File: src/rtl/wide_adder_pkg.sv
// Shared constants and types for the word-serial wide adder.
package wide_adder_pkg;

  localparam int unsigned WORD_W = 32;

  typedef enum logic [1:0] {
    IDLE,
    RUN,
    DONE
  } wadd_state_t;

endpackage

File: src/rtl/fulladder32.sv
// Single-word full adder; the only arithmetic datapath of the wide adder.
module fulladder32
  import wide_adder_pkg::*;
(
  input  logic [WORD_W-1:0] a_i,
  input  logic [WORD_W-1:0] b_i,
  input  logic              carry_i,
  output logic [WORD_W-1:0] sum_o,
  output logic              carry_o
);

  always_comb begin
    {carry_o, sum_o} = (WORD_W+1)'(a_i) + (WORD_W+1)'(b_i) + (WORD_W+1)'(carry_i);
  end

endmodule

File: src/rtl/wide_adder_seq.sv
// Word-serial WORDS*32-bit adder: one word per cycle, LSW first, carry
// registered between words, valid/ready handshakes on request and result.
module wide_adder_seq
  import wide_adder_pkg::*;
#(
  parameter int unsigned WORDS = 4
) (
  input  logic                     clk_i,
  input  logic                     rst_i,
  input  logic                     req_i,
  output logic                     ready_o,
  input  logic [WORD_W*WORDS-1:0]  a_i,
  input  logic [WORD_W*WORDS-1:0]  b_i,
  input  logic                     carry_i,
  output logic                     valid_o,
  input  logic                     ready_i,
  output logic [WORD_W*WORDS-1:0]  sum_o,
  output logic                     carry_o
);

  localparam int unsigned W     = WORD_W * WORDS;
  localparam int unsigned CNT_W = (WORDS > 1) ? $clog2(WORDS) : 1;

  wadd_state_t        state_q, state_d;
  logic [CNT_W-1:0]   cnt_q;
  logic [W-1:0]       a_reg, b_reg;
  logic               carry_q;
  logic [WORD_W-1:0]  a_word, b_word, fa_sum;
  logic               fa_carry;
  logic               last_word;

  assign last_word = (cnt_q == CNT_W'(WORDS - 1));

  // State register
  always_ff @(posedge clk_i) begin
    if (rst_i) state_q <= IDLE;
    else       state_q <= state_d;
  end

  // Next-state logic
  always_comb begin
    state_d = state_q;
    unique case (state_q)
      IDLE:    if (req_i)     state_d = RUN;
      RUN:     if (last_word) state_d = DONE;
      DONE:    if (ready_i)   state_d = IDLE;
      default:                state_d = IDLE;
    endcase
  end

  // Handshake outputs decoded from state
  always_comb begin
    ready_o = 1'b0;
    valid_o = 1'b0;
    unique case (state_q)
      IDLE:    ready_o = 1'b1;
      DONE:    valid_o = 1'b1;
      default: ;
    endcase
  end

  // Counter-selected operand slices feeding the shared adder
  always_comb begin
    a_word = '0;
    b_word = '0;
    for (int unsigned i = 0; i < WORDS; i++) begin
      if (cnt_q == CNT_W'(i)) begin
        a_word = a_reg[i*WORD_W +: WORD_W];
        b_word = b_reg[i*WORD_W +: WORD_W];
      end
    end
  end

  fulladder32 u_fa (
    .a_i     (a_word),
    .b_i     (b_word),
    .carry_i (carry_q),
    .sum_o   (fa_sum),
    .carry_o (fa_carry)
  );

  // Operand capture and per-word result accumulation
  always_ff @(posedge clk_i) begin
    if (rst_i) begin
      cnt_q   <= '0;
      a_reg   <= '0;
      b_reg   <= '0;
      carry_q <= 1'b0;
      sum_o   <= '0;
      carry_o <= 1'b0;
    end else begin
      unique case (state_q)
        IDLE: begin
          if (req_i) begin
            a_reg   <= a_i;
            b_reg   <= b_i;
            carry_q <= carry_i;
            cnt_q   <= '0;
          end
        end
        RUN: begin
          for (int unsigned i = 0; i < WORDS; i++) begin
            if (cnt_q == CNT_W'(i)) sum_o[i*WORD_W +: WORD_W] <= fa_sum;
          end
          carry_q <= fa_carry;
          if (last_word) begin
            carry_o <= fa_carry;
            cnt_q   <= '0;
          end else begin
            cnt_q <= cnt_q + CNT_W'(1);
          end
        end
        default: ;
      endcase
    end
  end

endmodule

File: config.mk
export PLATFORM = sky130hd
export DESIGN_NAME = wide_adder_seq
export DESIGN_NICKNAME = d
export VERILOG_FILES = /design/src/rtl/wide_adder_pkg.sv /design/src/rtl/fulladder32.sv /design/src/rtl/wide_adder_seq.sv
export SDC_FILE = /design/constraint.sdc
export NUM_CORES = 1
export LEC_CHECK = 0
export ABC_AREA = 1
export ABC_CLOCK_PERIOD_IN_PS = 4500
export BUFFER_PORTS_ARGS = -buffer_cell sky130_fd_sc_hd__buf_2
export CAP_MARGIN = 20
export CORE_MARGIN = 2
export CORE_UTILIZATION = 55
export CTS_CLUSTER_SIZE = 12
export DETAILED_ROUTE_END_ITERATION = 10
export PLACE_DENSITY = 0.8
export SYNTH_ARGS = -nofsm -noshare
export SYNTH_HDL_FRONTEND = slang
export SYNTH_SLANG_ARGS = --single-unit
File: constraint.sdc
create_clock -name clk_i -period 4.5 [get_ports clk_i]
set_clock_uncertainty 0.2 [all_clocks]
set_input_delay 0.45 -clock clk_i [delete_from_list [all_inputs] [get_ports clk_i]]
set_output_delay 0.45 -clock clk_i [all_outputs]
set_load 0.01 [all_outputs]
==> metrics.cfg <==
[synthesis]
yosysSeqAreaShare_pct=42.86
syn-num-nets=2904
synth-seq-cells=390
synth-main-ff-cell=dfxtp_1
synthCells=2606
syn-cell-area_sq_um=18220
synth.distinct_cells=34
synth_edf_count=0
yosys_warnings=0
avgSynthCellArea_sq_um=6.990
async_flop_share_pct=0

[cts]
cts_buffer_depth=3
cts_tree=done
htree_num_levels=2
path_clk_slew_ps=60
cts_buffers=41
postCtsSetupBuffers=0
clkLatencyLatePin_ps=550
clk_root_buffer_cell=clkbuf_16
numClockSinks=390

[sta]
period_minus_slack_ps=4100
max_slew_margin_pct=23.43
max_clock_freq_mhz=243.9
rsz0062_at_grt=false
hold_violations=1
worstMarginPinSlew_ps=1149
fin_hold_ws_ps=-17.54
setup_viol=0
final_max_slew_viol_count=0
finalCritPeriodShare_pct=91.11
fin_setup_tns_ps=0

[routing]
final_antenna_net_count=0
drt_drc_violations_left=0
vias_per_cell=5.483
first_iter_violations=1769
wl_microns=60980
drtPass1Iterations=8
wl_per_cell_microns=17.36
via_count=19255

[global_routing]
busiest_layer=met2
grt_use_met3_pct=4.676
overflow=0
use_met1_pct=43.34
grt_use_total_pct=33.90
grt_antenna_before_repair=4
grt_start_max_net_pins=258
grt_pass1_wl_microns=92100
grt_pass1_vias=17695
grtUsageMet2_pct=57.61

[min_path]
min-delay-start=b_i[55]
hp-class=input port to flop
whs_path_depth=3
hold-path-endpoint=b_reg[55]

[placed_design]
portBuffers=391
dp_cells=3293
post-dp-hpwl_microns=40840
finalWeightedCongestion=0.9872

[outcome]
status=finished with violations
violations=negative hold slack

[floorplanning]
io_pins=392
num_rows=66
dieArea_sq_um=34590
core_region_area_sq_um=32540
die_y_microns=186.0
initial_core_util_pct=55.99
die_x_microns=186.0

[layout]
finalNonFillerCells=3512
nets=3342
drive_gt1_share_pct=16.73
area_growth_pct=26.53

[critical_path]
path_class=flop to flop
cpPeakStageDelay_ps=530
path_depth=15
worstSetupStartpointType=flop
critPathArrivalTime_ps=4370
reg2reg_from=cnt_q[0]
cp_slowest_cell=xor2_1
worstPathMaxFanout=65
critical-path-top-delay-family=adder cells
required_ps=4770
critical_path.cell_chain=ha_2 -> buf_12 -> a22oi_1 -> o21ai_0 -> o21ai_0 -> fa_1 -> fa_1 -> inv_1 -> nand3_1 -> nand3_1 -> nand2_1 -> nand2_1 -> xor2_1 -> o21bai_1 -> inv_1
reg2regPathDepth=15
rrSetupSlack_ps=400
cp-end-kind=flop
reg2reg_to=sum_o[72]
cp_num_buf_inv=3
startpoint=cnt_q[0]

[power]
power.density_nw_per_um2=386.9
vdd_drop_max_uv=272.7
leakage_nw=11.61
power_mw=8.916

[flow_run]
cap_violations=0

## layer usage
metal	vias to the layer above	share of wire, %
li1	9252	-
met1	8877	41
met2	968	47
met3	158	7.9
met4	0	3.9
met5	-	0
## cells by family after synthesis
logic type               after synthesis  synth area share [%]
AO/OA/AOI/OAI                        668                 21.11
XOR/XNOR                              14                0.8380
adder cells (fa/ha/maj)               37                 2.624
buffers and inverters                422                 9.094
flip-flops                           390                 42.86
AND/OR/NAND/NOR                     1075                 23.47
## report_power, final
| part | leakage [nW] | internal (mW) | switching, mW |
|---|---|---|---|
| logic | 7.82 | 0.672 | 1.25 |
| clock network | 0.587 | 1.79 | 1.36 |
| registers | 3.21 | 3.70 | 0.144 |
| total | 11.6 | 6.16 | 2.75 |
## tightest hold or removal path, cell delays in order
cell and delay (ps):
buf_2 80, o21ai_0 80, nor2_1 90
## placed cells by master (no fill, tap or decap), types with 7 or more instances in the layout
cell type      count
a221oi_1          23
buf_2            391
ha_1              34
dlygate4sd3_1    149
a21oi_1           78
dfxtp_1          390
clkbuf_16         41
nor2_4             7
o21a_1            65
nand2_1          344
nor2_1           595
nand3_1           89
o21ai_0          395
inv_1            250
buf_4             11
a22oi_1           42
clkbuf_1          13
o211ai_1          12
xor2_1             7
o21bai_1          42
nand2_2           23
## cell usage after synthesis (12+ instances only)
master / count / area share, %
a21oi_1: 78 / 2.1
nand2_1: 345 / 7.1
buf_2: 52 / 1.4
nor2_1: 599 / 12
nand2_2: 23 / 0.79
a221oi_1: 23 / 1.1
o211ai_1: 12 / 0.49
ha_1: 35 / 2.4
clkbuf_1: 104 / 2.1
a22oi_1: 42 / 1.7
nand3_1: 89 / 2.4
o21bai_1: 42 / 1.7
dfxtp_1: 390 / 43
o21ai_0: 395 / 11
o21a_1: 65 / 2.7
inv_1: 251 / 5.2
## layout make-up
class / count / area, sq um
Tap cell: 442 / 553.0
Timing Repair Buffer: 558 / 3679
Clock buffer: 57 / 1116
Sequential cell: 390 / 7807
Antenna cell: 4 / 10.01
Clock inverter: 8 / 97.59
Fill cell: 2680 / 9488
Inverter: 259 / 988.4
Multi-Input combinational cell: 1794 / 8797
## through the flow
stage	setup WS, ps	util, %	cell area, sq um
floorplan	1012	-	18220
global placement	534.4	62.41	20310
detailed placement	526.9	62.41	20310
CTS	495.4	70.72	23010
global route	183.5	70.84	23050
finish	400.2	70.84	23050
## how the worst max path moves through the flow
stage                      end
finish               sum_o[72]
CTS                 sum_o[104]
detailed placement  sum_o[104]
global route          sum_o[8]
floorplan           sum_o[112]
global placement    sum_o[104]
## timing repair
item | in CTS | in global routing
endpoints found under the hold margin | 148 | 0
setup endpoints to repair | 0 | 0
hold buffers | 149 | 0
resized for setup | 0 | 0
(Power assumes the default switching activity.)
